**src/rtl/memory_access_unit.sv**
```systemverilog
// Load/store unit: splits byte/half/word accesses into 1-2 aligned, byte-enabled word beats.
// Latency: beat request 1 cycle after the core request; done/result 1 cycle after the last memAck.
// Backpressure: a beat holds until memAck or MAX_WAIT cycles; held core requests wait in RELEASE.
module memory_access_unit #(
  parameter int DATA_WIDTH = 32,
  parameter int MAX_WAIT   = 255
) (
  input  logic                    clk,
  input  logic                    reset,
  input  logic [DATA_WIDTH-1:0]   coreAddress,
  input  logic [DATA_WIDTH-1:0]   coreDataWrite,
  input  logic [1:0]              coreLength,
  input  logic                    coreLoad,
  input  logic                    coreStore,
  input  logic                    coreLoadUnsigned,
  output logic [DATA_WIDTH-1:0]   coreDataRead,
  output logic                    coreDone,
  output logic                    coreError,
  output logic [DATA_WIDTH-1:0]   memAddress,
  output logic [DATA_WIDTH-1:0]   memWriteData,
  output logic [DATA_WIDTH/8-1:0] memByteEnable,
  output logic                    memWrite,
  output logic                    memRequest,
  input  logic                    memAck,
  input  logic [DATA_WIDTH-1:0]   memReadData
);

  localparam int LANES = DATA_WIDTH / 8;
  localparam logic [7:0] WAIT_LAST = 8'(MAX_WAIT - 1);

  typedef enum logic [1:0] {IDLE, BEAT0, BEAT1, RELEASE} state_t;

  state_t                    state, stateNext;
  logic [DATA_WIDTH-1:0]     baseR, baseNext;
  logic [2*DATA_WIDTH-1:0]   wideR, wideNext;
  logic [2*LANES-1:0]        en8R, en8Next;
  logic [1:0]                offR, offNext;
  logic [1:0]                lenR, lenNext;
  logic                      isLoadR, isLoadNext;
  logic                      unsignedR, unsignedNext;
  logic [7:0]                waitCnt, waitNext;
  logic [2*DATA_WIDTH-1:0]   bufR, bufNext;

  logic [DATA_WIDTH-1:0]     coreDataReadNext;
  logic                      coreDoneNext, coreErrorNext;
  logic [DATA_WIDTH-1:0]     memAddressNext, memWriteDataNext;
  logic [LANES-1:0]          memByteEnableNext;
  logic                      memWriteNext, memRequestNext;

  logic [LANES-1:0]          inMask;
  logic [2*LANES-1:0]        inEn8;
  logic [2*DATA_WIDTH-1:0]   inWide;
  logic [DATA_WIDTH-1:0]     raw, loadResult;
  logic                      splitR;

  // Request-side lane steering, computed straight from the core inputs.
  always_comb begin
    inMask = '0;
    case (coreLength)
      2'd0:    inMask = 4'b0001;
      2'd1:    inMask = 4'b0011;
      default: inMask = 4'b1111;
    endcase
    inEn8  = {{LANES{1'b0}}, inMask} << coreAddress[1:0];
    inWide = {{DATA_WIDTH{1'b0}}, coreDataWrite} << {coreAddress[1:0], 3'b000};
  end

  assign splitR = |en8R[2*LANES-1:LANES];

  // Read buffer update and the load result it yields on the final ack.
  always_comb begin
    bufNext = bufR;
    if (memAck && !isLoadR) begin
      bufNext = bufR;
    end else if (memAck && state == BEAT0) begin
      bufNext[DATA_WIDTH-1:0] = memReadData;
    end else if (memAck && state == BEAT1) begin
      bufNext[2*DATA_WIDTH-1:DATA_WIDTH] = memReadData;
    end
    raw = DATA_WIDTH'(bufNext >> {offR, 3'b000});
    loadResult = raw;
    case (lenR)
      2'd0:    loadResult = {{24{~unsignedR & raw[7]}}, raw[7:0]};
      2'd1:    loadResult = {{16{~unsignedR & raw[15]}}, raw[15:0]};
      default: loadResult = raw;
    endcase
  end

  always_comb begin
    stateNext         = state;
    baseNext          = baseR;
    wideNext          = wideR;
    en8Next           = en8R;
    offNext           = offR;
    lenNext           = lenR;
    isLoadNext        = isLoadR;
    unsignedNext      = unsignedR;
    waitNext          = waitCnt;
    coreDataReadNext  = coreDataRead;
    coreDoneNext      = 1'b0;
    coreErrorNext     = 1'b0;
    memAddressNext    = memAddress;
    memWriteDataNext  = memWriteData;
    memByteEnableNext = memByteEnable;
    memWriteNext      = memWrite;
    memRequestNext    = memRequest;

    case (state)
      IDLE: begin
        if (coreLoad || coreStore) begin
          if ((coreLoad && coreStore) || coreLength == 2'd3) begin
            coreErrorNext = 1'b1;
            stateNext     = RELEASE;
          end else begin
            baseNext          = {coreAddress[DATA_WIDTH-1:2], 2'b00};
            wideNext          = inWide;
            en8Next           = inEn8;
            offNext           = coreAddress[1:0];
            lenNext           = coreLength;
            isLoadNext        = coreLoad;
            unsignedNext      = coreLoadUnsigned;
            waitNext          = '0;
            memAddressNext    = {coreAddress[DATA_WIDTH-1:2], 2'b00};
            memWriteDataNext  = inWide[DATA_WIDTH-1:0];
            memByteEnableNext = inEn8[LANES-1:0];
            memWriteNext      = coreStore;
            memRequestNext    = 1'b1;
            stateNext         = BEAT0;
          end
        end
      end
      BEAT0, BEAT1: begin
        if (memAck) begin
          if (state == BEAT0 && splitR) begin
            // Second beat: next word, wrapping at the top of the address space.
            waitNext          = '0;
            memAddressNext    = baseR + DATA_WIDTH'(4);
            memWriteDataNext  = wideR[2*DATA_WIDTH-1:DATA_WIDTH];
            memByteEnableNext = en8R[2*LANES-1:LANES];
            stateNext         = BEAT1;
          end else begin
            memRequestNext = 1'b0;
            coreDoneNext   = 1'b1;
            if (isLoadR) begin
              coreDataReadNext = loadResult;
            end
            stateNext = RELEASE;
          end
        end else if (waitCnt == WAIT_LAST) begin
          memRequestNext = 1'b0;
          coreErrorNext  = 1'b1;
          stateNext      = RELEASE;
        end else begin
          waitNext = waitCnt + 8'd1;
        end
      end
      RELEASE: begin
        if (!coreLoad && !coreStore) begin
          stateNext = IDLE;
        end
      end
      default: stateNext = IDLE;
    endcase
  end

  always_ff @(posedge clk or negedge reset) begin
    if (!reset) begin
      state         <= IDLE;
      baseR         <= '0;
      wideR         <= '0;
      en8R          <= '0;
      offR          <= '0;
      lenR          <= '0;
      isLoadR       <= 1'b0;
      unsignedR     <= 1'b0;
      waitCnt       <= '0;
      bufR          <= '0;
      coreDataRead  <= '0;
      coreDone      <= 1'b0;
      coreError     <= 1'b0;
      memAddress    <= '0;
      memWriteData  <= '0;
      memByteEnable <= '0;
      memWrite      <= 1'b0;
      memRequest    <= 1'b0;
    end else begin
      state         <= stateNext;
      baseR         <= baseNext;
      wideR         <= wideNext;
      en8R          <= en8Next;
      offR          <= offNext;
      lenR          <= lenNext;
      isLoadR       <= isLoadNext;
      unsignedR     <= unsignedNext;
      waitCnt       <= waitNext;
      bufR          <= bufNext;
      coreDataRead  <= coreDataReadNext;
      coreDone      <= coreDoneNext;
      coreError     <= coreErrorNext;
      memAddress    <= memAddressNext;
      memWriteData  <= memWriteDataNext;
      memByteEnable <= memByteEnableNext;
      memWrite      <= memWriteNext;
      memRequest    <= memRequestNext;
    end
  end

endmodule
```
**config.mk**
```make
export PLATFORM = sky130hd
export DESIGN_NAME = memory_access_unit
export DESIGN_NICKNAME = d
export VERILOG_FILES = /design/src/rtl/memory_access_unit.sv
export SDC_FILE = /design/constraint.sdc
export NUM_CORES = 1
export LEC_CHECK = 0
export CAP_MARGIN = 10
export CORE_MARGIN = 3
export CORE_UTILIZATION = 27
export CTS_CLUSTER_SIZE = 20
export DETAILED_ROUTE_END_ITERATION = 10
export GPL_TIMING_DRIVEN = 0
export PLACE_DENSITY = 0.46
export SYNTH_ARGS = -nofsm -noshare
export SYNTH_HDL_FRONTEND = slang
export SYNTH_SLANG_ARGS = --single-unit
```
**constraint.sdc**
```tcl
create_clock -name clk -period 3.5 [get_ports clk]
set_input_delay 0.7 -clock clk [delete_from_list [all_inputs] [get_ports clk]]
set_output_delay 0.7 -clock clk [all_outputs]
set_load 0.05 [all_outputs]
```
==> Word-level counts from Yosys, hierarchy flattened <==
Cells that the tools add are included.
{ "word_totals": {"reg_bits": 286, "input_bits": 104, "output_inout_bits": 104, "word_cells": 115} }
{ "classes": {"add_sub_neg": 2, "eq_ne": 16, "n_shift": 3, "n_mux": 48, "bitwise": 5, "reduce_logical": 23} }
{ "ops": {"columns": ["operator", "count"], "rows": [
  ["32-bit two-way mux", 11],
  ["32-bit one-hot mux with 2 select lines", 3],
  ["64-bit two-way mux", 1],
  ["32-bit by 5-bit left shift with 64-bit output", 1],
  ["64-bit by 5-bit >> shifter with 32-bit output", 1],
  ["8-bit two-way mux", 5],
  ["32-bit by 3-bit adder with 32-bit output (second input constant)", 1],
  ["4-bit two-way mux", 4],
  ["4-bit one-hot mux with 2 select lines", 2],
  ["8-bit one-hot mux with 2 select lines", 1],
  ["5-bit AND reduction", 3],
  ["1-bit two-way mux", 13],
  ["3-bit != test (second input constant)", 4],
  ["2-bit two-way mux", 5],
  ["2-bit != test (second input constant)", 5],
  ["8-bit by 1-bit adder with 8-bit output (second input constant)", 1],
  ["8-bit equality test (second input constant)", 1],
  ["4-bit by 2-bit left shift with 8-bit output", 1],
  ["2-bit by 1-bit equality test with 1-bit output (second input constant)", 3],
  ["2-bit equality test (second input constant)", 3],
  ["1-bit logical AND", 6],
  ["2-bit zero test", 3],
  ["2-bit one-hot mux with 3 select lines", 1],
  ["3-bit AND reduction", 2],
  ["other kinds (9)", 16]
]} }

==> Logic depth before layout (Yosys ltp) <==
Gate-level depths: netlist of the first run.
{ "depth": {"depth_word": 8, "mapped_depth": 10, "ltp_nobuf": 8} }

==> Least setup slack after synthesis of the first run <==
OpenSTA, ideal clock, no wires.
{ "synth_timing": {"path_kind": "input to register", "startpoint": "in coreLength[1]", "endpoint": "reg memAddress[30]", "setup_time_ns": 0.130, "arrival_time_ns": 2.011, "t_required_ns": 3.370, "path_slack_ns": 1.359, "stages": 9, "n_path_buf": 4, "cell_sequence": "buf_2 a21boi_1 and2_1 buf_2 o21ai_1 buf_2 buf_2 a21oi_1 o21ai_0"} }
{ "synth_between": {"elab_chain_cells": 4} }
{ "synth_lines": {"columns": ["element", "line_no", "text"], "rows": [
  ["start, declared", "12", "input logic [1:0] coreLength,"],
  ["2-bit equality test", "111", "if ((coreLoad && coreStore) || coreLength == 2'd3) begin"],
  ["1-bit logical OR", "111", null],
  ["2-bit != test (no source line)", null, null],
  ["5-bit AND reduction (no source line)", null, null],
  ["end signal, assigned", "200", "memAddress <= memAddressNext;"],
  ["end, declared", "19", "output logic [DATA_WIDTH-1:0] memAddress,"]
]} }
No other way between the ends.
A chain may end at the register's enable or synchronous reset.

==> Final worst setup path of the first run <==
{ "layout_timing": {"startpoint": "reg state[0]", "endpoint": "reg coreDataRead[30]"} }
{ "layout_between": {"elab_chain_cells": 8} }
{ "layout_lines": {"columns": ["element", "line_no", "text"], "rows": [
  ["start, declared", "33", "state_t state, stateNext;"],
  ["start signal, assigned", "187", "state <= stateNext;"],
  ["2-bit equality test", "77, 108", null],
  ["1-bit logical AND", "77", "end else if (memAck && state == BEAT1) begin"],
  ["32-bit two-way mux", "77", null],
  ["32-bit two-way mux", "75", "end else if (memAck && state == BEAT0) begin"],
  ["64-bit two-way mux", "73", "if (memAck && !isLoadR) begin"],
  ["64-bit by 5-bit >> shifter with 32-bit output", "80", "raw = DATA_WIDTH'(bufNext >> {offR, 3'b000});"],
  ["1-bit AND (on tied branches)", "84, 83", null],
  ["32-bit one-hot mux with 2 select lines", "82", "case (lenR)"],
  ["end signal, assigned", "197", "coreDataRead <= coreDataReadNext;"],
  ["end, declared", "16", "output logic [DATA_WIDTH-1:0] coreDataRead,"]
]} }
Parallel ways exist; a longest one is shown, timed or not.

==> out/results.md, run 1 <==
| Metric | This run |
|:---|:---|
| Number of cells produced by synthesis | 1208 |
| Worst supply voltage drop on vdd | 460 uV |
| Number of buffers added by the clock tree synthesis step | 29 |
| GRT Total Usage | 18.6% |
| Mean number of vias per cell | 4.89 |
| Startpoint kind of the worst setup timing path | flip-flop |
| Layout-stage area growth over the synthesis result | 32.5% |
| Final setup violation count | 0 |
| Routability cong. | 0.867 |
| Post-CTS Setup Bufs | 0 |
| Number of max-slew violations in the final report | 0 |
| Number of gates given a new drive strength after cts | 0 |
| NetSw | 8.24 mW |
| Upper clock frequency limit | 345 MHz |
| Async S/R FF share, synth | 100% |
| Count of placed standard cells including taps | 1988 |
| Post-Route Skew | 0.0239 ns |
| Number of violations reported at the end of detailed-routing iteration 0 | 642 |
| Worst Setup Path Type | reg2reg |
| Number of clock sinks | 231 |
| Synth area leader | dfrtp_1 |
| Root cell of the clock tree | clkbuf_16 |
| Initial cell density of the core | 27.6% |
| Worst hold path type | in2async |
| Switch share | 47.5% |
| Ratio of cells with drive above 1 in the final layout | 10.7% |
| Final design instance area without fill | 0.0155 mm2 |
| Area of placed instances | 0.0145 mm2 |
| Max-cap check violation count | 0 |
| Number of antenna violations at the first check in global routing | 4 |
| Total leakage power | 6.77 nW |
| Core region area | 0.0423 mm2 |
| Overall power | 17.3 mW |
| Result of the run | complete, no violations |
| Worst rel slew slack | 22.8% |
| Number of antenna-violating nets in the routed design | 0 |
| Fraction of synthesized cell area taken by the top area cell type | 49.4% |
| Number of rows in the core area | 75 |
| CTS tree | done |
| Clock buffer depth | 3 |
| H-tree Lvls | 1 |
| Part of the total power dissipated in sequential elements | 27.2% |
| Number of enable flip-flop cells after synthesis | 0 |
| Detail-routed net length per standard cell | 21.3 um |
| First-pass GRT wire length | 66100 um |
| Via total after detailed routing | 9987 |
| Prevailing post-synth register cell | dfrtp_1 |
| GR Overflow Total | 0 |
| Portion of the post-synthesis area used by sequential elements | 49.4% |
| Portion of total power attributed to combinational logic | 54.5% |
| 1st-pass router iterations | 7 |
| Number of distinct standard cells referenced by the synthesized netlist | 66 |
| Register bit count reported by yosys | 231 |
| Internal power summed over all cells | 9.10 mW |
| Final worst path period need | 2.90 ns |
| Worst Max-Slew Pin Slew | 1.15 ns |
| Count of placed standard cells in the final layout, fillers left out | 2042 |
| Detailed-route DRC error count | 0 |
| Maximum number of pins on one net before global-route repair | 89 |
| Power density relative to cell area | 1120 mW/mm2 |
| Area of the die | 0.0458 mm2 |
| Critical Path RT | 4.00 ns |
| CP Max Fanout | 10 |
| Clock network fraction of design power | 18.3% |
| Overall die height | 214 um |
| Detailed Place HPWL | 31500 um |
| Final hold viol count | 0 |
| Count of input and output buffers | 200 |
| Warnings from Yosys | 0 |
| Clock transition time at the flip-flop clock pins of the worst setup and hold paths | 0.06 ns |
| Hold_buf cts | 0 |
| Net total in the final layout | 1556 |
| Post-synthesis cell area | 0.0117 mm2 |
| Avg Cell Area, Syn | 9.68 um2 |
| Post-route clock period utilization | 82.7% |
| Clock insertion delay at the later pin of the skew report | 0.56 ns |
| Critical path endpoint category | flip-flop |
| Total wire length | 43500 um |
| Boundary Pins | 208 |
| Hold WS | 0.0505 ns |
| Biggest area contributors in the synthesized netlist | dfrtp_1 49%, nand2_1 7.2%, mux2_2 5.8%, nor2_1 4.1%, mux2i_1 2.7% |
| Unrepaired setup endpoints after global routing | no |
| Width of the die | 214 um |
| Number of global-route vias before repair | 10448 |
| Arrival time at the worst endpoint | 3.39 ns |
[critical path: stages (launching register included)]
cell      delay, ns
dfrtp_1        0.42
inv_1          0.11
ha_1           0.30
clkbuf_1       0.40
nand2_1        0.24
nor3b_4        0.44
nand2_1        0.30
nor4bb_1       0.49
a211o_1        0.16
[layout make-up]
class,count,area (um2)
multi-input combinational,862,5400
timing repair buffer,203,2070
fill,4275,26800
buffer,86,402
tap,577,722
clock inverter,9,149
antenna,2,5.00
inverter,30,113
sequential,231,5780
clock buffer,42,855
[cell usage in the layout, fill, tap and decap left out, drive strengths merged, types with 6 or more instances in the layout]
cell / netlist / routed
o22a: 18 / 18
a221oi: 22 / 22
a211o: 7 / 7
nor4: 9 / 9
mux2i: 32 / 32
mux4: 9 / 9
a31oi: 18 / 18
o21ai: 59 / 59
o31a: 8 / 8
o41ai: 8 / 8
a22oi: 11 / 11
nand4: 16 / 16
and4: 7 / 7
clkinv: 1 / 6
o211ai: 15 / 15
and3: 16 / 16
nand2b: 17 / 17
nand3: 35 / 35
clkbuf: 49 / 91
mux2: 60 / 60
clkdlybuf4s50: 0 / 199
inv: 29 / 29
dfrtp: 231 / 231
ha: 9 / 9
nor3: 18 / 18
nand2: 223 / 223
xor2: 20 / 20
nor2: 127 / 127
a21oi: 38 / 38
buf: 37 / 41
xnor2: 13 / 13
[cells in the mapped netlist, drive strengths merged (8+ instances only)]
cell type  instances
ha                 9
nand2            223
xnor2             13
o22a              18
a221oi            22
inv               29
o41ai              8
nor3              18
o21ai             59
nor4               9
mux2              60
nand4             16
nand3             35
buf               37
a21oi             38
nor2             127
clkbuf            49
mux4               9
and3              16
a31oi             18
o211ai            15
a22oi             11
xor2              20
dfrtp            231
nand2b            17
mux2i             32
o31a               8
[logic make-up after synthesis]
logic type | synth area share [%]
buffers and inverters | 4.40
and+or+nand+nor | 18.5
other | 0.0321
DFF | 49.4
xor gates and xnor gates | 2.47
AOI/OAI and AO/OA | 13.8
adders and majority gates | 1.05
muxes | 10.3
[power by group through the flow]
stage	clock network, mW	registers, mW	logic, mW
after CTS	3.27	4.72	9.54
final	3.17	4.71	9.45
after detailed placement	0	4.75	9.50
after global routing	3.36	4.87	10.2
after global placement	0	4.75	9.46
after floorplan	0	6.38	4.39
[state kept, by name, summed over array words and instances (netlist names)]
| name | flops |
|---|---|
| bufR | 56 |
| memWrite | 1 |
| wideR | 24 |
| coreDone | 1 |
| baseR | 30 |
| unsignedR | 1 |
| coreDataRead | 32 |
| offR | 2 |
| memByteEnable | 4 |
| memWriteData | 32 |
| memAddress | 30 |
| waitCnt | 8 |
| isLoadR | 1 |
| memRequest | 1 |
| lenR | 2 |
| en8R | 3 |
| state | 2 |
| coreError | 1 |
[layer usage]
layer | share of wire, % | vias up | wire length [um] | track usage (%)
met5 | 0.046 | - | 20 | 0
met4 | 2.4 | 2 | 1070 | 5.37
met3 | 5.6 | 64 | 2430 | 3.32
met2 | 46 | 301 | 20100 | 30.2
met1 | 46 | 4902 | 19900 | 25.5
li1 | - | 4718 | - | -
[metrics by stage]
step	worst slack (ns)	setup TNS, ns	util, %
after floorplan	1.36	0	-
after global placement	-9.13	-2098.48	34.1
after detailed placement	0.190	0	34.2
after CTS	0.570	0	36.6
after global routing	0.368	0	36.6
final	0.605	0	36.6
[worst paths after layout]
kind | start | endpoint | slack (ns) | depth (start not counted)
setup reg to reg | state[0]$_DFFE_PN0P_ | coreDataRead[30]$_DFFE_PN0P_ | 0.60 | 8
min in group clk | coreStore | isLoadR$_DFFE_PN0P_ | 0.44 | 2
hold reg to reg | wideR[53]$_DFFE_PN0P_ | wideR[53]$_DFFE_PN0P_ | 0.46 | 2
max in group asynchronous | reset | memWriteData[25]$_DFFE_PN0P_ | 2.56 | 2
hold / removal | reset | coreDataRead[0]$_DFFE_PN0P_ | 0.05 | 1
setup / recovery | state[0]$_DFFE_PN0P_ | coreDataRead[30]$_DFFE_PN0P_ | 0.60 | 8
(Power assumes the default switching activity.)
==> inputs of run 2 (changes only) <==
==> constraint.sdc (replaced) <==
create_clock -name clk -period 2.7 [get_ports clk]
set_input_delay 0.54 -clock clk [delete_from_list [all_inputs] [get_ports clk]]
set_output_delay 0.54 -clock clk [all_outputs]
set_load 0.05 [all_outputs]
==> out/results.md, run 2 (synthesis results as in run 1) <==
| Metric | This run | vs previous |
|:---|:---|:---|
| Detailed-route DRC error count | 0 | unchanged |
| 1st-pass router iterations | 5 | was 7 |
| Worst hold path type | in2reg | was in2async |
| Routability cong. | 0.867 | unchanged |
| Post-route clock period utilization | 93.5% | was 82.7% |
| Maximum number of pins on one net before global-route repair | 89 | unchanged |
| Worst rel slew slack | 40.6% | was 22.8% |
| H-tree Lvls | 1 | unchanged |
| Root cell of the clock tree | clkbuf_16 | unchanged |
| Area of the die | 0.0458 mm2 | unchanged |
| Critical path endpoint category | flip-flop | unchanged |
| Max-cap check violation count | 0 | unchanged |
| Width of the die | 214 um | unchanged |
| Number of max-slew violations in the final report | 0 | unchanged |
| Post-Route Skew | 0.0206 ns | was 0.0239 ns |
| Worst reg2reg path depth | 9 | was 8 |
| Number of violations reported at the end of detailed-routing iteration 0 | 658 | was 642 |
| Number of clock sinks | 231 | unchanged |
| Commonest non-fill, non-tap cell in the layout | dfrtp_1 | unchanged |
| Mean number of vias per cell | 4.92 | was 4.89 |
| Count of placed standard cells including taps | 1988 | unchanged |
| Most frequent cells in the layout | 231 x dfrtp_1, 223 x nand2_1, 199 x clkdlybuf4s50_1 | unchanged |
| Initial cell density of the core | 27.6% | unchanged |
| Count of placed standard cells in the final layout, fillers left out | 2044 | was 2042 |
| Switch share | 47.4% | was 47.5% |
| Clock buffer depth | 3 | unchanged |
| Clock insertion delay at the later pin of the skew report | 0.56 ns | about the same |
| Worst supply voltage drop on vdd | 595 uV | was 460 uV |
| Final hold viol count | 0 | unchanged |
| CP Max Fanout | 10 | unchanged |
| Total wire length | 43600 um | was 43500 um |
| Pre-CTS WS | -0.450 ns | was 0.190 ns |
| Core region area | 0.0423 mm2 | unchanged |
| Overall die height | 214 um | unchanged |
| Top register by number of flip-flops | bufR | unchanged |
| Detail-routed net length per standard cell | 21.3 um | about the same |
| GRT Total Usage | 18.6% | about the same |
| CTS tree | done | unchanged |
| Ratio of cells with drive above 1 in the final layout | 12.9% | was 10.7% |
| Worst Max-Slew Pin Slew | 0.880 ns | was 1.15 ns |
| Worst Setup Path Type | reg2reg | unchanged |
| Via total after detailed routing | 10048 | was 9987 |
| Result of the run | complete, no violations | unchanged |
| Number of flip-flops in the largest register | 56 | unchanged |
| Number of buffers added by the clock tree synthesis step | 29 | unchanged |
| Boundary Pins | 208 | unchanged |
| Hold WS | 0.282 ns | was 0.0505 ns |
| Total leakage power | 6.82 nW | was 6.77 nW |
| Number of antenna-violating nets in the routed design | 0 | unchanged |
| Number of antenna violations at the first check in global routing | 4 | unchanged |
| Final setup violation count | 0 | unchanged |
| Clock transition time at the flip-flop clock pins of the worst setup and hold paths | 0.06 ns | about the same |
| Detailed Place HPWL | 31500 um | unchanged |
| Number of global-route vias before repair | 10473 | was 10448 |
| Filler cells | 4275 | unchanged |
| Leading registers by flop count | bufR (56), coreDataRead (32), memWriteData (32) | unchanged |
| GR Overflow Total | 0 | unchanged |
| Setup WS post-layout | 0.174 ns | was 0.605 ns |
| Count of input and output buffers | 200 | unchanged |
| Critical Path RT | 3.18 ns | was 4.00 ns |
| Total Negative Setup Slacks | 0 ns | unchanged |
| Util after Layout | 36.9% | was 36.6% |
| Final worst path period need | 2.53 ns | was 2.90 ns |
| Instance count along the most critical hold path | 2 |  |
| Upper clock frequency limit | 396 MHz | was 345 MHz |
| NetSw | 10.7 mW | was 8.24 mW |
| Portion of total power attributed to combinational logic | 54.8% | was 54.5% |
| Clock network fraction of design power | 18.2% | was 18.3% |
| Net total in the final layout | 1558 | was 1556 |
| Internal power summed over all cells | 11.9 mW | was 9.10 mW |
| Startpoint kind of the worst setup timing path | flip-flop | unchanged |
| Layout-stage area growth over the synthesis result | 33.5% | was 32.5% |
| Part of the total power dissipated in sequential elements | 27.0% | was 27.2% |
| First-pass GRT wire length | 66100 um | about the same |
| Number of rows in the core area | 75 | unchanged |
| Power density relative to cell area | 1450 mW/mm2 | was 1120 mW/mm2 |
| Arrival time at the worst endpoint | 3.01 ns | was 3.39 ns |
==> run 2: changes by cell type in the layout (fill, tap and decap cells not counted), sizes merged <==
| cell | previous run | this run |
|---|---|---|
| buf | 41 | 36 |
| clkbuf | 91 | 97 |
| dlygate4sd3 | 0 | 1 |
==> run 2: final cells by class <==
cell class,instances,area (um2),area share [%]
Multi-Input combinational cell,862,5460,35.0
Tap cell,577,722,4.63
Sequential cell,231,5780,37.0
Clock inverter,9,149,0.954
Timing Repair Buffer,205,2080,13.4
Clock buffer,42,855,5.48
Antenna cell,2,5.00,0.0321
Inverter,30,113,0.722
Buffer,86,437,2.80
==> run 2: per-layer routing <==
metal  vias up  track usage [%]  wire length (um)
met5         -                0                20
met4         2             5.59              1160
met3        69             3.32              2710
met2       321             30.1             20100
met1      4929             25.5             19600
li1       4727                -                 -
==> run 2: what timing repair did <==
| action | 4_1_cts | 5_1_grt |
|---|---|---|
| hold buffers | 1 | 0 |
| setup endpoints to repair | 102 | 121 |
| gates resized for setup | 11 | 34 |
| endpoints found under the hold margin | 58 | 0 |
| pin swaps | 0 | 1 |
| setup buffers | 0 | 1 |
==> run 2: worst paths after layout <==
kind	start	endpoint	slack, ns
max in group asynchronous	reset	memWriteData[25]$_DFFE_PN0P_	1.33
worst min-delay path	coreStore	isLoadR$_DFFE_PN0P_	0.28
worst max register to register	state[1]$_DFFE_PN0P_	coreDataRead[16]$_DFFE_PN0P_	0.17
min in group asynchronous	reset	coreDataRead[0]$_DFFE_PN0P_	0.49
worst min register to register	wideR[53]$_DFFE_PN0P_	wideR[53]$_DFFE_PN0P_	0.46
worst max-delay path	state[1]$_DFFE_PN0P_	coreDataRead[16]$_DFFE_PN0P_	0.17
==> run 2: power by group through the flow <==
stage / sequential [mW] / clock (mW) / combinational, mW
floorplan: 8.27 / 0 / 5.69
global placement: 6.16 / 0 / 12.3
detailed placement: 6.16 / 0 / 12.3
CTS: 6.12 / 4.23 / 12.4
global route: 6.32 / 4.35 / 13.5
finish: 6.12 / 4.11 / 12.4
==> run 2: worst max-delay path, cell delays in order, from the launching register on <==
cell and delay [ns]:
dfrtp_1 0.42, inv_1 0.13, ha_2 0.27, nand4b_4 0.23, buf_6 0.23, buf_6 0.23, mux2i_1 0.14, o22a_1 0.24
a21oi_1 0.36, o22a_1 0.18
==> run 2: metrics by stage <==
| stage | power, mW | instance area, um2 |
|---|---|---|
| after global routing | 24.1 | 15600 |
| after CTS | 22.8 | 15500 |
| after floorplan | 14.0 | 11700 |
| after detailed placement | 18.5 | 14500 |
| after global placement | 18.4 | 14400 |
| final | 22.7 | 15600 |
==> inputs of run 3 (changes only) <==
--- a/config.mk
+++ b/config.mk
@@ -5,13 +5,14 @@
 export SDC_FILE = /design/constraint.sdc
 export NUM_CORES = 1
 export LEC_CHECK = 0
-export CAP_MARGIN = 10
+export CAP_MARGIN = 15
 export CORE_MARGIN = 3
 export CORE_UTILIZATION = 27
 export CTS_CLUSTER_SIZE = 20
 export DETAILED_ROUTE_END_ITERATION = 10
 export GPL_TIMING_DRIVEN = 0
 export PLACE_DENSITY = 0.46
+export SKIP_CTS_REPAIR_TIMING = 1
 export SYNTH_ARGS = -nofsm -noshare
 export SYNTH_HDL_FRONTEND = slang
 export SYNTH_SLANG_ARGS = --single-unit
==> out/results.md, run 3 (synthesis results as in run 1) <==
| Metric | This run | vs previous |
|:---|:---|:---|
| Result of the run | complete, no violations | unchanged |
| Overall die height | 214 um | unchanged |
| Worst supply voltage drop on vdd | 632 uV | was 595 uV |
| Clock buffer depth | 3 | unchanged |
| Final setup violation count | 0 | unchanged |
| Detailed Place HPWL | 31600 um | was 31500 um |
| Filler cells | 4302 | was 4275 |
| Area of the die | 0.0458 mm2 | unchanged |
| Power density relative to cell area | 1440 mW/mm2 | was 1450 mW/mm2 |
| Critical Path RT | 3.18 ns | about the same |
| Number of clock sinks | 231 | unchanged |
| Number of flip-flops in the largest register | 56 | unchanged |
| Number of global-route vias before repair | 10474 | was 10473 |
| Portion of total power attributed to combinational logic | 55.6% | was 54.8% |
| Post-Route Skew | 0.0127 ns | was 0.0206 ns |
| Max-cap check violation count | 0 | unchanged |
| Worst reg2reg path depth | 8 | was 9 |
| Number of violations reported at the end of detailed-routing iteration 0 | 667 | was 658 |
| Switch share | 47.8% | was 47.4% |
| Startpoint kind of the worst setup timing path | flip-flop | unchanged |
| Root cell of the clock tree | clkbuf_16 | unchanged |
| Multi-input gate area in the final layout | 0.00546 mm2 | about the same |
| Total Negative Setup Slacks | 0 ns | unchanged |
| Ratio of cells with drive above 1 in the final layout | 12.2% | was 12.9% |
| Layout-stage area growth over the synthesis result | 32.7% | was 33.5% |
| Number of rows in the core area | 75 | unchanged |
| Worst hold path type | in2reg | unchanged |
| Final hold viol count | 0 | unchanged |
| Clock transition time at the flip-flop clock pins of the worst setup and hold paths | 0.06 ns | about the same |
| CP Max Fanout | 10 | unchanged |
| Via total after detailed routing | 10043 | was 10048 |
| Initial cell density of the core | 27.6% | unchanged |
| Number of antenna-violating nets in the routed design | 0 | unchanged |
| Hold WS | 0.296 ns | was 0.282 ns |
| Total wire length | 43500 um | was 43600 um |
| Total leakage power | 6.79 nW | was 6.82 nW |
| Upper clock frequency limit | 391 MHz | was 396 MHz |
| Number of buffers added by the clock tree synthesis step | 27 | was 29 |
| Maximum number of pins on one net before global-route repair | 89 | unchanged |
| Commonest non-fill, non-tap cell in the layout | dfrtp_1 | unchanged |
| Unrepaired setup endpoints after global routing | yes |  |
| Worst Setup Path Type | reg2reg | unchanged |
| Count of input and output buffers | 200 | unchanged |
| Setup WS post-layout | 0.146 ns | was 0.174 ns |
| Worst rel slew slack | 43.3% | was 40.6% |
| Post-route clock period utilization | 94.6% | was 93.5% |
| Final design instance area without fill | 0.0155 mm2 | was 0.0156 mm2 |
| Util after Layout | 36.7% | was 36.9% |
| Detailed-route DRC error count | 0 | unchanged |
| Arrival time at the worst endpoint | 3.04 ns | was 3.01 ns |
| Number of max-slew violations in the final report | 0 | unchanged |
| Boundary Pins | 208 | unchanged |
| Mean number of vias per cell | 4.92 | about the same |
| Core region area | 0.0423 mm2 | unchanged |
| Internal power summed over all cells | 11.6 mW | was 11.9 mW |
| CTS tree | done | unchanged |
| GR Overflow Total | 0 | unchanged |
| Seq. cell area | 0.00578 mm2 | unchanged |
| Worst Max-Slew Pin Slew | 0.844 ns | was 0.880 ns |
| Clock insertion delay at the later pin of the skew report | 0.54 ns | was 0.56 ns |
| Routability cong. | 0.867 | unchanged |
| H-tree Lvls | 1 | unchanged |
| 1st-pass router iterations | 5 | unchanged |
| Part of the total power dissipated in sequential elements | 27.4% | was 27.0% |
| Most frequent cells in the layout | 231 x dfrtp_1, 223 x nand2_1, 199 x clkdlybuf4s50_1 | unchanged |
| Critical path endpoint category | flip-flop | unchanged |
| Net total in the final layout | 1556 | was 1558 |
| Leading registers by flop count | bufR (56), coreDataRead (32), memWriteData (32) | unchanged |
| Instance count along the most critical hold path | 2 | unchanged |
| Number of antenna violations at the first check in global routing | 3 | was 4 |
| First-pass GRT wire length | 66300 um | was 66100 um |
| Detail-routed net length per standard cell | 21.3 um | about the same |
| Width of the die | 214 um | unchanged |
| NetSw | 10.7 mW | about the same |
| Clock network fraction of design power | 17.0% | was 18.2% |
| GRT Total Usage | 18.6% | about the same |
| Top register by number of flip-flops | bufR | unchanged |
| Area of placed instances | 0.0145 mm2 | about the same |
| Final worst path period need | 2.55 ns | was 2.53 ns |
| Pre-CTS WS | -0.460 ns | was -0.450 ns |
[run 3: changes by cell type in the layout (fill, tap and decap cells not counted), sizes merged]
cell and change:
bufinv -2, clkbuf +1, clkinv -1, buf -1
[run 3: power by group through the flow]
stage | logic [mW] | clock network, mW | registers [mW]
after floorplan | 5.69 | 0 | 8.27
after global routing | 13.5 | 4.01 | 6.32
after global placement | 12.3 | 0 | 6.16
after detailed placement | 12.3 | 0 | 6.16
after CTS | 12.4 | 3.88 | 6.13
final | 12.4 | 3.79 | 6.12
[run 3: metal layers]
layer | part of all wire, % | GRT usage, % | vias to the layer above
li1 | - | - | 4725
met1 | 45 | 25.4 | 4933
met2 | 47 | 30.7 | 327
met3 | 6.5 | 3.50 | 56
met4 | 2.1 | 4.30 | 2
met5 | 0.030 | 0 | -
[run 3: layout make-up]
cell class	instances	area share, %
sequential	231	37.3
multi-input combinational	862	35.2
timing repair buffer	205	13.5
clock buffer	42	5.36
tap	577	4.65
buffer	86	2.78
inverter	30	0.726
clock inverter	6	0.516
antenna	2	0.0323
[run 3: critical path, cell delays in order (launching register included)]
cell      delay, ns
dfrtp_1        0.42
inv_1          0.11
ha_1           0.31
clkbuf_2       0.27
nand2_1        0.21
nor3b_4        0.33
nand2_1        0.28
nor4bb_2       0.41
a211o_1        0.15
[run 3: path summary, 6_finish.rpt]
check                                       from                            to  slack, ns
max in group asynchronous                  reset         wideR[42]$_DFFE_PN0P_       1.29
max                         state[0]$_DFFE_PN0P_  coreDataRead[30]$_DFFE_PN0P_       0.15
min reg2reg                wideR[54]$_DFFE_PN0P_         wideR[54]$_DFFE_PN0P_       0.47
max reg2reg                 state[0]$_DFFE_PN0P_  coreDataRead[30]$_DFFE_PN0P_       0.15
min in group asynchronous                  reset   coreDataRead[0]$_DFFE_PN0P_       0.52
min                                    coreStore           isLoadR$_DFFE_PN0P_       0.30
[run 3: through the flow]
stage               cells  power [mW]
floorplan            1209        14.0
global placement     1986        18.4
detailed placement   1989        18.5
CTS                  2037        22.4
global route         2040        23.8
finish               2041        22.3
==> edit: new RTL, flow settings as in run 2 <==
Encoding of `state_t`: now Gray code (2 bits for 4 states).
--- a/src/rtl/memory_access_unit.sv
+++ b/src/rtl/memory_access_unit.sv
@@ -30,3 +30,3 @@
 
-  typedef enum logic [1:0] {IDLE, BEAT0, BEAT1, RELEASE} state_t;
+  typedef enum logic [1:0] {IDLE = 2'b00, BEAT0 = 2'b01, BEAT1 = 2'b11, RELEASE = 2'b10} state_t;
 
Behaviour: same outputs for any inputs over 4 cycles, from zero or initial values and one cycle with reset low; so few cycles prove little.
==> edit against run 2 <==
- fmax shrank 0.95%
- setup slack got worse by 0.024 ns
- power down 11%
- sequential share of layout area rose by 0.77 points
- via count decreased by 2.6%
- clock power grew 4%
- hold slack better by 0.15 ns
- sequential cell count stayed put
- non-clock buffer count shrank 7
- final area decreased by 2.0%
- routed wire length down 5.3%
- area after synthesis shrank 2.1%
- critical path type unchanged
- largest power group unchanged
==> edit: results (changes against run 2) <==
outcome: "finished, final reports clean"
grt_pass1_vias: 10077  # -3.8%
clockBufferDepth: 3  # unchanged
nNetsFinal: 1515  # -2.8%
place_area_mm2: 0.0142  # -2.1%
hold_ws_ns: 0.429  # +0.147 ns
first_pass_iters: 5  # unchanged
worstHoldPathCells: 4  # +2
yosys-top-cells-area: "dfrtp_1, mux2i_1, nand2_1"
netlist-cell-type-count: 64  # -3.0%
r2r_slack_ns: 0.15  # -0.02 ns
holdPathEnd: "memWrite$_DFFE_PN0P_"
worstPathMaxFanout: 10  # unchanged
relSlewSlack: 0.255  # -0.151
drive_gt1_frac: 0.0931  # -0.0359
skew_ns: 0.0260  # +0.00539 ns
dpl.hpwl_um: 29900  # -5.3%
p_leak_uw: 0.00703  # +3.1%
grt_max_degree: 89  # unchanged
first_iter_violations: 583  # -11%
worstHoldPathType: "input port to flop"
ys_warn_count: 0  # unchanged
postSynth.asyncResetShare: 1.00  # unchanged
r2r-end: "coreDataRead[21]$_DFFE_PN0P_"
postCtsSetupBuffers: 0  # unchanged
gp_congestion: 0.825  # -4.9%
synth_top_cells_by_count: "nand2_1, dfrtp_1, mux2i_1"
crit_path_start: "state[0]$_DFFE_PN0P_"
ys.flop_type: "dfrtp_1"
routed_via_density: 4.99  # +1.5%
timing.rr.start: "state[0]$_DFFE_PN0P_"
min_from: "coreLoad"
regMostFlops: "bufR"
cts-resized-gates: 8  # -3
cts_made_buffers: 29  # unchanged
grtUsageTotal: 0.180  # -0.00566
yosysSeqAreaShare: 0.505  # +0.0106
ir_drop_v: 0.000686  # +15%
clk_latency_ns: 0.57
wire_per_inst_um: 21.0  # -1.3%
endpoint: "coreDataRead[21]$_DFFE_PN0P_"
diodes: 0  # -2
grt_pass1_wl_um: 62100  # -6.0%
reg2regPathDepth: 7  # -2
reg_top3: "bufR x56, coreDataRead x32, memWriteData x32"
edit: cell types whose count changed after synthesis, moves of 18 or more:
cell / delta
nand2_1: +18
mux2i_1: +59
inv_1: +29
nor2_1: -47
mux2_2: -43
edit: cell type report:
class | instances | area (µm²)
Clock buffer | 43 | 868
Multi-Input combinational cell | 803 | 5130
Inverter | 59 | 221
Buffer | 81 | 372
Sequential cell | 231 | 5780
Fill cell | 4252 | 26100
Timing Repair Buffer | 203 | 2070
Clock inverter | 9 | 178
Tap cell | 532 | 666
edit: metal layers:
layer  GRT usage  up-vias  wire (µm)  share of wire
li1            -     4533          -              -
met1       0.247     4887      18600           0.45
met2       0.293      309      19100           0.46
met3      0.0391       52       2550          0.062
met4      0.0402        8        945          0.023
met5           0        -         55         0.0013
edit: metrics by stage:
step           instances  setup slack [ns]
3_3_place_gp        1906             -9.71
5_1_grt             1961           0.00942
2_1_floorplan       1174             0.490
4_1_cts             1961            0.0278
6_report            1961             0.150
3_5_place_dp        1908            -0.747
edit: report_power, final:
part / total (µW) / switching [µW] / internal [µW] / leakage, µW
clock: 4280 / 1590 / 2690 / 0.000515
sequential: 6080 / 1020 / 5060 / 0.00286
combinational: 9780 / 6310 / 3470 / 0.00366
edit: kinds of logic after synthesis:
kind of cell | share of synthesized area
flip-flops | 0.505
AND/OR/NAND/NOR | 0.179
other | 0.000328
adder cells (fa/ha/maj) | 0.00328
multiplexers | 0.129
XOR/XNOR | 0.0176
buffers and inverters | 0.0492
AO/OA/AOI/OAI | 0.117
edit: critical path, stage by stage, from the launching register on:
cell     delay (ns)
dfrtp_1        0.31
buf_2          0.27
nand4_2        0.40
buf_2          0.43
mux2i_1        0.22
mux4_2         0.54
nor2b_1        0.16
o22a_1         0.13
